`src/rtl/spu_isa_pkg.sv`:
```
// SPU ISA definitions shared by the dual-issue decode stage.
// Opcode map, pipe classes, field layout and the decoded bundle.
package spu_isa_pkg;

  localparam int OPC_W  = 6;
  localparam int REG_W  = 7;
  localparam int IMMF_W = 10;

  localparam int RD_LSB  = 0;
  localparam int RA_LSB  = 7;
  localparam int RB_LSB  = 14;
  localparam int IMM_LSB = 14;

  localparam logic [31:0] NOP_INST = 32'hffff_ffff;

  typedef enum logic [OPC_W-1:0] {
    ADDHW  = 6'd4,
    ADDHWI = 6'd6,
    ADDW   = 6'd8,
    ADDWI  = 6'd10,
    MULW   = 6'd20,
    NOP_OP = 6'd63
  } opcode_e;

  typedef enum logic {
    PIPE_EVEN = 1'b0,
    PIPE_ODD  = 1'b1
  } pipe_e;

  typedef struct packed {
    logic [OPC_W-1:0]  op;
    logic [REG_W-1:0]  ra;
    logic [REG_W-1:0]  rb;
    logic [REG_W-1:0]  rd;
    logic [IMMF_W-1:0] imm;
    logic              imm_sel;
  } bundle_t;

  localparam int BND_W = $bits(bundle_t);

  // Odd pipe has no immediate select; same field order minus the LSB.
  typedef struct packed {
    logic [OPC_W-1:0]  op;
    logic [REG_W-1:0]  ra;
    logic [REG_W-1:0]  rb;
    logic [REG_W-1:0]  rd;
    logic [IMMF_W-1:0] imm;
  } odd_bundle_t;

  function automatic logic is_imm_op(
    input logic [OPC_W-1:0] op
  );
    return (op == ADDHWI) || (op == ADDWI);
  endfunction

endpackage

```
`src/rtl/inst_field_decode.sv`:
```
// Per-slot field decode: pipe class, control bundle and NOP flag.
// Purely combinational; one instance per pair slot.
module inst_field_decode
  import spu_isa_pkg::*;
#(
  parameter int INST_W = 32
) (
  input  logic [INST_W-1:0] inst,
  output pipe_e             cls,
  output bundle_t           bnd,
  output logic              nop
);

  logic [OPC_W-1:0] op;

  assign op  = inst[INST_W-1 -: OPC_W];
  assign nop = &inst;
  assign cls = op[0] ? PIPE_ODD : PIPE_EVEN;

  always_comb begin
    bnd         = '0;
    bnd.op      = op;
    bnd.rd      = inst[RD_LSB +: REG_W];
    bnd.ra      = inst[RA_LSB +: REG_W];
    bnd.rb      = inst[RB_LSB +: REG_W];
    bnd.imm     = inst[IMM_LSB +: IMMF_W];
    bnd.imm_sel = is_imm_op(op);
  end

endmodule

```
`src/rtl/dual_issue_router.sv`:
```
// Dual-issue decode/route stage: splits fetch pairs into even/odd bundles.
// Define PAIR_RAW_CHECK_EN to also split pairs with an intra-pair RAW.
module dual_issue_router
  import spu_isa_pkg::*;
#(
  parameter int INST_W    = 32,
  parameter int ADDR_W    = 7,
  parameter int OP_W      = 6,
  parameter int IMM_W     = 10,
  parameter int MUL_STALL = 1
) (
  input  logic                clk,
  input  logic                reset,
  input  logic                in_valid,
  input  logic [2*INST_W-1:0] in_pair,
  output logic                in_ready,
  input  logic                flush,
  output logic                even_valid,
  output logic [OP_W-1:0]     even_op,
  output logic [ADDR_W-1:0]   even_ra,
  output logic [ADDR_W-1:0]   even_rb,
  output logic [ADDR_W-1:0]   even_rd,
  output logic [IMM_W-1:0]    even_imm,
  output logic                even_imm_sel,
  output logic                odd_valid,
  output logic [OP_W-1:0]     odd_op,
  output logic [ADDR_W-1:0]   odd_ra,
  output logic [ADDR_W-1:0]   odd_rb,
  output logic [ADDR_W-1:0]   odd_rd,
  output logic [IMM_W-1:0]    odd_imm
);

  localparam int CNT_W =
    (MUL_STALL < 2) ? 1 : $clog2(MUL_STALL + 1);
  localparam bit STALL_EN = (MUL_STALL > 0);

  typedef enum logic [1:0] {
    RUN   = 2'd0,
    HOLD  = 2'd1,
    STALL = 2'd2
  } state_e;

  state_e state_q, state_d;

  bundle_t     hold_q, hold_d;
  logic        hold_vld_q, hold_vld_d;
  logic [CNT_W-1:0] cnt_q, cnt_d;

  bundle_t     ev_q, ev_d;
  odd_bundle_t od_q, od_d;
  logic        evv_q, evv_d;
  logic        odv_q, odv_d;

  pipe_e   cls0, cls1;
  bundle_t b0, b1;
  logic    nop0, nop1;
  logic    raw, split;
  logic    iss0, iss1, issh, latch, mul_hit;

  inst_field_decode #(.INST_W(INST_W)) u_dec0 (
    .inst (in_pair[INST_W-1:0]),
    .cls  (cls0),
    .bnd  (b0),
    .nop  (nop0)
  );

  inst_field_decode #(.INST_W(INST_W)) u_dec1 (
    .inst (in_pair[2*INST_W-1:INST_W]),
    .cls  (cls1),
    .bnd  (b1),
    .nop  (nop1)
  );

`ifdef PAIR_RAW_CHECK_EN
  assign raw = (b1.ra == b0.rd) ||
               (!b1.imm_sel && (b1.rb == b0.rd));
`else
  assign raw = 1'b0;
`endif

  assign split    = (cls0 == cls1) || raw;
  assign in_ready = (state_q == RUN);

  always_comb begin
    state_d    = state_q;
    hold_d     = hold_q;
    hold_vld_d = hold_vld_q;
    cnt_d      = cnt_q;
    iss0       = 1'b0;
    iss1       = 1'b0;
    issh       = 1'b0;
    latch      = 1'b0;
    mul_hit    = 1'b0;
    if (flush) begin
      state_d    = RUN;
      hold_d     = '0;
      hold_vld_d = 1'b0;
      cnt_d      = '0;
    end else begin
      unique case (state_q)
        RUN: begin
          if (in_valid) begin
            iss0  = !nop0;
            iss1  = !nop1 && (nop0 || !split);
            latch = !nop0 && !nop1 && split;
          end
          if (latch) begin
            hold_d     = b1;
            hold_vld_d = 1'b1;
            state_d    = HOLD;
          end
        end
        HOLD: begin
          issh       = hold_vld_q;
          hold_vld_d = 1'b0;
          state_d    = RUN;
        end
        STALL: begin
          cnt_d = cnt_q - 1'b1;
          if (cnt_q <= CNT_W'(1))
            state_d = hold_vld_q ? HOLD : RUN;
        end
        default: state_d = RUN;
      endcase
      mul_hit = (iss0 && (b0.op == MULW)) ||
                (iss1 && (b1.op == MULW)) ||
                (issh && (hold_q.op == MULW));
      // A pending hold survives the stall and drains on exit.
      if (STALL_EN && mul_hit) begin
        cnt_d   = CNT_W'(MUL_STALL);
        state_d = STALL;
      end
    end
  end

  always_comb begin
    ev_d  = '0;
    od_d  = '0;
    evv_d = 1'b0;
    odv_d = 1'b0;
    if (iss0) begin
      if (cls0 == PIPE_EVEN) begin
        ev_d  = b0;
        evv_d = 1'b1;
      end else begin
        od_d  = b0[BND_W-1:1];
        odv_d = 1'b1;
      end
    end
    if (iss1) begin
      if (cls1 == PIPE_EVEN) begin
        ev_d  = b1;
        evv_d = 1'b1;
      end else begin
        od_d  = b1[BND_W-1:1];
        odv_d = 1'b1;
      end
    end
    if (issh) begin
      if (!hold_q.op[0]) begin
        ev_d  = hold_q;
        evv_d = 1'b1;
      end else begin
        od_d  = hold_q[BND_W-1:1];
        odv_d = 1'b1;
      end
    end
  end

  always_ff @(posedge clk) begin
    if (reset) begin
      state_q    <= RUN;
      hold_q     <= '0;
      hold_vld_q <= 1'b0;
      cnt_q      <= '0;
      ev_q       <= '0;
      od_q       <= '0;
      evv_q      <= 1'b0;
      odv_q      <= 1'b0;
    end else begin
      state_q    <= state_d;
      hold_q     <= hold_d;
      hold_vld_q <= hold_vld_d;
      cnt_q      <= cnt_d;
      ev_q       <= ev_d;
      od_q       <= od_d;
      evv_q      <= evv_d;
      odv_q      <= odv_d;
    end
  end

  assign even_valid   = evv_q;
  assign even_op      = OP_W'(ev_q.op);
  assign even_ra      = ADDR_W'(ev_q.ra);
  assign even_rb      = ADDR_W'(ev_q.rb);
  assign even_rd      = ADDR_W'(ev_q.rd);
  assign even_imm     = IMM_W'(ev_q.imm);
  assign even_imm_sel = ev_q.imm_sel;

  assign odd_valid    = odv_q;
  assign odd_op       = OP_W'(od_q.op);
  assign odd_ra       = ADDR_W'(od_q.ra);
  assign odd_rb       = ADDR_W'(od_q.rb);
  assign odd_rd       = ADDR_W'(od_q.rd);
  assign odd_imm      = IMM_W'(od_q.imm);

endmodule
```
`config.mk`:
```
export PLATFORM = sky130hd
export DESIGN_NAME = dual_issue_router
export DESIGN_NICKNAME = d
export VERILOG_FILES = /design/src/rtl/spu_isa_pkg.sv /design/src/rtl/inst_field_decode.sv /design/src/rtl/dual_issue_router.sv
export SDC_FILE = /design/constraint.sdc
export NUM_CORES = 1
export LEC_CHECK = 0
export CORE_ASPECT_RATIO = 1.75
export CORE_MARGIN = 3
export CORE_UTILIZATION = 49
export CTS_CLUSTER_DIAMETER = 60
export DETAILED_ROUTE_END_ITERATION = 7
export GPL_ROUTABILITY_DRIVEN = 0
export PLACE_DENSITY = 0.89
export SYNTH_ARGS = -nofsm -noshare
export SYNTH_HDL_FRONTEND = slang
export SYNTH_HIERARCHICAL = 1
export SYNTH_SLANG_ARGS = --single-unit
```
`constraint.sdc`:
```
create_clock -name clk -period 2.65 [get_ports clk]
set_input_delay 0.3975 -clock clk [delete_from_list [all_inputs] [get_ports clk]]
set_output_delay 0.3975 -clock clk [all_outputs]
set_load 0.005 [all_outputs]
```
==> results.cfg, run 1 <==
[worst_setup_path]
worstSetupPathType = in -> reg
cp-end-kind = flip-flop
path_delay_family = simple AND/OR/NAND/NOR gates
ff2ff_setup_slack_ns = 0.48
crit_path_start_kind = primary input
rr_endpoint = hold_q[7]
crit_chain = clkdlybuf4s50_1, nand4_1, or4_1, nor2_1, buf_4, nor4b_1, and2_1, buf_12, a221oi_2, nor3_1
r2r_cells = 6
arrival_ns = 3.08
r2r-start = state_q[1]
crit_slowest_cell = or4_1
cp_num_buf_inv = 3
required_ns = 2.88
cpPeakStageDelay_ns = 0.61
critPathMaxFanout = 33

[hold_path]
holdPathEnd = hold_q[0]
min_from = hold_q[0]
hold_class = reg -> reg
hold_depth = 2

[logic_synthesis]
yosysSeqAreaShare = 0.426
ys_ff_latch = 118
netlist_area_sq_um = 5550
synthFlopType = dfxtp_1
synth-edff-count = 0
syn_nets = 722
synth.distinct_cells = 34
syn_avg_cell_area_sq_um = 8.48
syn_inst = 654
yosys_warnings = 6
synth-async-reset-ratio = 0

[clock_network]
clock_latency_ns = 0.41
clkSinkCount = 118
cts_setup_buffers = 0
cts_buffers = 17
root_buffer = clkbuf_16
cts_tree = done
htreeDepth = 4
clk_pin_slew_worst_paths_ns = 0.05
cts_max_path_buffers = 2

[power_and_ir_drop]
power_density_nw_per_um2 = 569
p_leak_uw = 0.00290
max-vdd-ir-drop_mv = 0.578
power_uw = 4430

[route]
viasPerCell = 6.43
wl_microns = 19700
wl_per_cell_microns = 21.6
postRouteAntennaNets = 0
drtIter0Drc = 926
drtPass1Iterations = 7
drcViolationCount = 0
vias = 5868

[timing]
fin_skew_ns = 0.00704
tightest_slew_ns = 0.949
min_period_over_period = 1.07
slew_viol_final = 0
finalHoldViolations = 0
rsz0062_at_grt = yes
fin_crit_ns = 2.85
relSlewSlack = 0.367
setup_viol = 59
setup_slack_ns = -0.197
fmax_mhz = 351

[global_routing]
gr-total-overflow = 0
first_global_vias = 5753
grt_max_degree = 78
antenna_found_initial = 0
track_usage = 0.300
grt_pass1_wl_microns = 29600

[cells_and_area]
final_core_util = 0.715
seq_area_sq_um = 2360
final_nets = 842
drive_above_1_share = 0.212
antennaDiodeCount = 0
nFillCells = 722
multiInputGateArea_sq_um = 2520
fin_cells = 912
area_delta_synth_final_pct = 40.3

[die]
core_sq_um = 10900
fp.dieH_microns = 147
die_width_microns = 86.4
io_pins = 146
fp-row-count = 50
dieArea_sq_um = 12700
initial_core_util = 0.509

[placed_design]
dp_cells = 885
dpl.hpwl_microns = 12600
io_buffers = 145
dp_slack_ns = -0.434

[outcome]
status = finished, violations left
violations = negative setup slack

[flow_run]
maxCapViolCount = 0
worst max path at each step:
stage,from,to,cells past startpoint
floorplan,in_pair[24],even_rb[3],9
global placement,in_pair[6],odd_rb[2],9
detailed placement,in_pair[6],odd_rb[2],9
CTS,in_pair[16],odd_rb[2],9
global route,in_pair[16],odd_rb[1],9
finish,in_pair[16],odd_rb[1],10
cells in the mapped netlist, drive strengths merged (2+ instances only):
library cell	number	area, sq um
or4	4	30.0
a221oi	74	711
clkbuf	37	139
nor4	4	40.0
nor4b	3	41.3
nand2	76	285
a31oi	2	12.5
nor2b	2	12.5
nand2b	2	12.5
xnor2	2	17.5
nand3b	2	15.0
and2	3	18.8
nor2	83	312
a21oi	40	200
or3	3	18.8
dfxtp	118	2360
nor3	78	440
buf	94	689
nor3b	3	22.5
nand4	16	100
worst reg2reg max path, stage by stage (launching register included):
cell     delay [ns]
dfxtp_1        0.37
or4b_4         0.61
buf_4          0.17
or3_1          0.44
buf_12         0.21
nand2_1        0.11
a21oi_1        0.11
layout make-up:
type / count / share of cell area
clock inverter: 5 / 0.00354
inverter: 1 / 0.000482
tap: 130 / 0.0209
clock buffer: 22 / 0.0622
multi-input combinational: 404 / 0.324
timing repair buffer: 232 / 0.285
sequential: 118 / 0.304
metal layers:
| layer | vias up | GRT usage | routed length (microns) |
|---|---|---|---|
| li1 | 2514 | - | - |
| met1 | 2672 | 0.328 | 6420 |
| met2 | 526 | 0.502 | 9670 |
| met3 | 156 | 0.0758 | 1950 |
| met4 | 0 | 0.195 | 1640 |
| met5 | - | 0 | 0 |
layout by cell type, fill, tap and decap left out, types with 2 or more instances in the layout:
master | Yosys | layout
dfxtp_1 | 118 | 118
nand2_1 | 76 | 76
xnor2_1 | 2 | 2
clkinv_2 | 0 | 4
and2_1 | 3 | 3
nor4_1 | 3 | 3
buf_12 | 0 | 9
clkbuf_16 | 0 | 17
or3_1 | 3 | 3
a221oi_2 | 10 | 30
nor2_1 | 83 | 83
buf_4 | 80 | 77
or4_1 | 4 | 4
nor3b_1 | 3 | 2
nor4b_1 | 2 | 2
nand4_1 | 16 | 16
nor3_1 | 68 | 63
a221oi_1 | 64 | 43
nor2b_1 | 2 | 2
a21oi_1 | 40 | 40
nand2b_1 | 2 | 2
nand3b_1 | 2 | 2
a31oi_1 | 2 | 2
clkbuf_8 | 0 | 4
nor3_2 | 10 | 15
clkdlybuf4s50_1 | 0 | 143
sequential cells by signal, indices dropped and copies added, names as in the netlist, 2 cells and up:
register,flops
hold_q,38
even_imm,10
odd_imm,10
even_ra,7
even_rb,7
even_rd,7
odd_ra,7
odd_rb,7
odd_rd,7
even_op,6
odd_op,6
state_q,2
stage by stage:
stage / hold WS [ns] / setup TNS, ns / cell area [sq um]
2_1_floorplan: 0.437 / 0 / 5550
3_3_place_gp: 0.445 / -30.88 / 7110
3_5_place_dp: 0.463 / -35.41 / 7110
4_1_cts: 0.464 / 0 / 7630
5_1_grt: 0.498 / -3.01 / 7780
6_report: 0.465 / -2.58 / 7780
kinds of logic (layout without fill, tap and decap cells):
group / count (synthesis) / after routing / synth area share
AND/OR/NAND/NOR: 283 / 283 / 0.250
buffers and inverters: 132 / 260 / 0.150
AO/OA/AOI/OAI: 118 / 118 / 0.169
flip-flops: 118 / 118 / 0.426
XOR/XNOR: 3 / 3 / 0.00474
where the power goes:
group / total, uW / switching [uW] / internal (uW) / leakage, uW
logic: 594 / 294 / 301 / 0.00169
clock network: 1980 / 730 / 1250 / 0.000255
registers: 1850 / 24.1 / 1830 / 0.000957
timing repair:
item,4_1_cts,5_1_grt
gates cloned,0,0
pin swaps,1,1
endpoints found under the setup margin,2,48
resized for setup,2,25
endpoints found under the hold margin,0,0
hold buffers,0,0
Power figures use the tool's default switching activity.
==> inputs of run 2 (changes only) <==
--- a/config.mk
+++ b/config.mk
@@ -16,3 +16,4 @@
 export SYNTH_HDL_FRONTEND = slang
 export SYNTH_HIERARCHICAL = 1
 export SYNTH_SLANG_ARGS = --single-unit
+export TNS_END_PERCENT = 30
==> run 2 against run 1 <==
  * The flow still finishes with violations (negative setup slack)
  * Clock skew is 0.0012 ns lower
  * Sequential cell count unchanged
  * Largest cell class unchanged
  * Largest power group unchanged
  * Non-clock buffer count unchanged
  * Hold slack worse by 0.00055 ns
  * Utilization fell by 0.057 points
  * Sequential power about the same
  * Combinational power about the same
  * Routed wire length fell by 0.58%
  * Total power is 0.16% lower
  * Final cell count unchanged
  * Critical path depth did not move
  * Maximum frequency fell by 0.55%
==> results.cfg, run 2 (synthesis gave the netlist of run 1 again) <==
[clock_network]
clock_latency_ns = 0.41
htreeDepth = 4
clkSinkCount = 118
root_buffer = clkbuf_16
cts_buffers = 17
clk_pin_slew_worst_paths_ns = 0.05
cts_tree = done
ctsHoldBuffers = 0
cts_max_path_buffers = 2

[timing]
finalHoldViolations = 0
fin_crit_ns = 2.86
tightest_slew_ns = 0.936
relSlewSlack = 0.376
finalSetupTns_ns = -2.12
fmax_mhz = 349
slew_viol_final = 0
setup_slack_ns = -0.213
rsz0062_at_grt = yes
min_period_over_period = 1.08
fin_skew_ns = 0.00580
setup_viol = 53

[die]
core_sq_um = 10900
io_pins = 146
fp-row-count = 50
fp.dieH_microns = 147
die_width_microns = 86.4
dieArea_sq_um = 12700
initial_core_util = 0.509

[placed_design]
io_buffers = 145
dpl.hpwl_microns = 12600
dp_slack_ns = -0.434
dpl-instance-area_sq_um = 7110

[cells_and_area]
area_delta_synth_final_pct = 40.2
layout_commonest_cell = clkdlybuf4s50_1
multiInputGateArea_sq_um = 2520
largest_register_ffs = 38
regMostFlops = hold_q
final_area_sq_um = 7780
final_nets = 842
seq_area_sq_um = 2360
antennaDiodeCount = 0
nFillCells = 724
drive_above_1_share = 0.211
layout_common_cells = 143 x clkdlybuf4s50_1, 118 x dfxtp_1, 83 x nor2_1, 77 x buf_4, 76 x nand2_1

[route]
vias = 5878
postRouteAntennaNets = 0
drcViolationCount = 0
drtPass1Iterations = 7
wl_per_cell_microns = 21.5
viasPerCell = 6.45
drtIter0Drc = 970
wl_microns = 19600

[outcome]
status = finished, violations left
violations = negative setup slack

[global_routing]
grt_pass1_wl_microns = 29600
gr-total-overflow = 0
use_met2 = 0.502
met1_usage = 0.328
busiest_layer = met2
grtUsageMet3 = 0.0758
grt_max_degree = 78
first_global_vias = 5753
track_usage = 0.300
antenna_found_initial = 0

[worst_setup_path]
critPathMaxFanout = 33
path_delay_family = simple AND/OR/NAND/NOR gates
crit_chain = clkdlybuf4s50_1, nand4_1, or4_1, nor2_1, buf_4, nor4b_1, and2_1, buf_12, a221oi_2, nor3_1
crit_path_start_kind = primary input
required_ns = 2.89
cp_num_buf_inv = 3
crit_slowest_cell = or4_1
worstSetupPathType = in -> reg
cp-end-kind = flip-flop
cpPeakStageDelay_ns = 0.60
arrival_ns = 3.11

[power_and_ir_drop]
p_leak_uw = 0.00290
power_density_nw_per_um2 = 568
max-vdd-ir-drop_mv = 0.555
power_uw = 4420

[flow_run]
maxCapViolCount = 0

[hold_path]
hold_class = reg -> reg
[run 2: layout make-up]
cell class	instances	share of cell area
multi-input cells	404	0.324
flip-flops and latches	118	0.304
repair buffers	232	0.285
clock buffers	22	0.0623
well taps	130	0.0209
clock inverters	5	0.00354
inverters	1	0.000483
[run 2: stage by stage]
stage                     cells  utilization  hold WS (ns)
after detailed placement    885        0.653         0.463
after global routing        912        0.714         0.498
after CTS                   912        0.701         0.464
after global placement      885        0.653         0.445
final                       912        0.714         0.465
after floorplan             654            -         0.437
[run 2: worst register-to-register path: cells and delay by family (launching register included)]
kind	cells	cell delay [ns]
DFF	1	0.36
AOI/OAI and AO/OA	1	0.07
and+or+nand+nor	3	1.14
buffers and inverters	2	0.37
[run 2: repair_timing]
| item | CTS | global route |
|---|---|---|
| buffers inserted | 0 | 0 |
| setup endpoints to repair | 2 | 48 |
| hold endpoints to repair | 0 | 0 |
| pin swaps | 1 | 1 |
| gates resized for setup | 2 | 24 |
[run 2: power breakdown]
part | total [uW] | switching [uW] | leakage, uW | internal (uW)
sequential | 1850 | 24.0 | 0.000957 | 1830
clock | 1980 | 724 | 0.000255 | 1250
combinational | 594 | 294 | 0.00168 | 300
total | 4420 | 1040 | 0.00290 | 3380
[run 2: final timing paths]
check / startpoint / end / slack, ns / depth (start not counted)
worst max-delay path: in_pair[16] / odd_rb[1] / -0.21 / 10
worst min-delay path: hold_q[0] / hold_q[0] / 0.46 / 2
worst min register to register: hold_q[0] / hold_q[0] / 0.46 / 2
worst max register to register: state_q[1] / hold_q[7] / 0.54 / 6
[run 2: layer usage]
| layer | part of all wire | routed length [microns] | vias to the layer above |
|---|---|---|---|
| met4 | 0.082 | 1610 | 0 |
| met5 | 0 | 0 | - |
| met3 | 0.11 | 2110 | 160 |
| li1 | - | - | 2512 |
| met2 | 0.50 | 9730 | 561 |
| met1 | 0.31 | 6120 | 2645 |
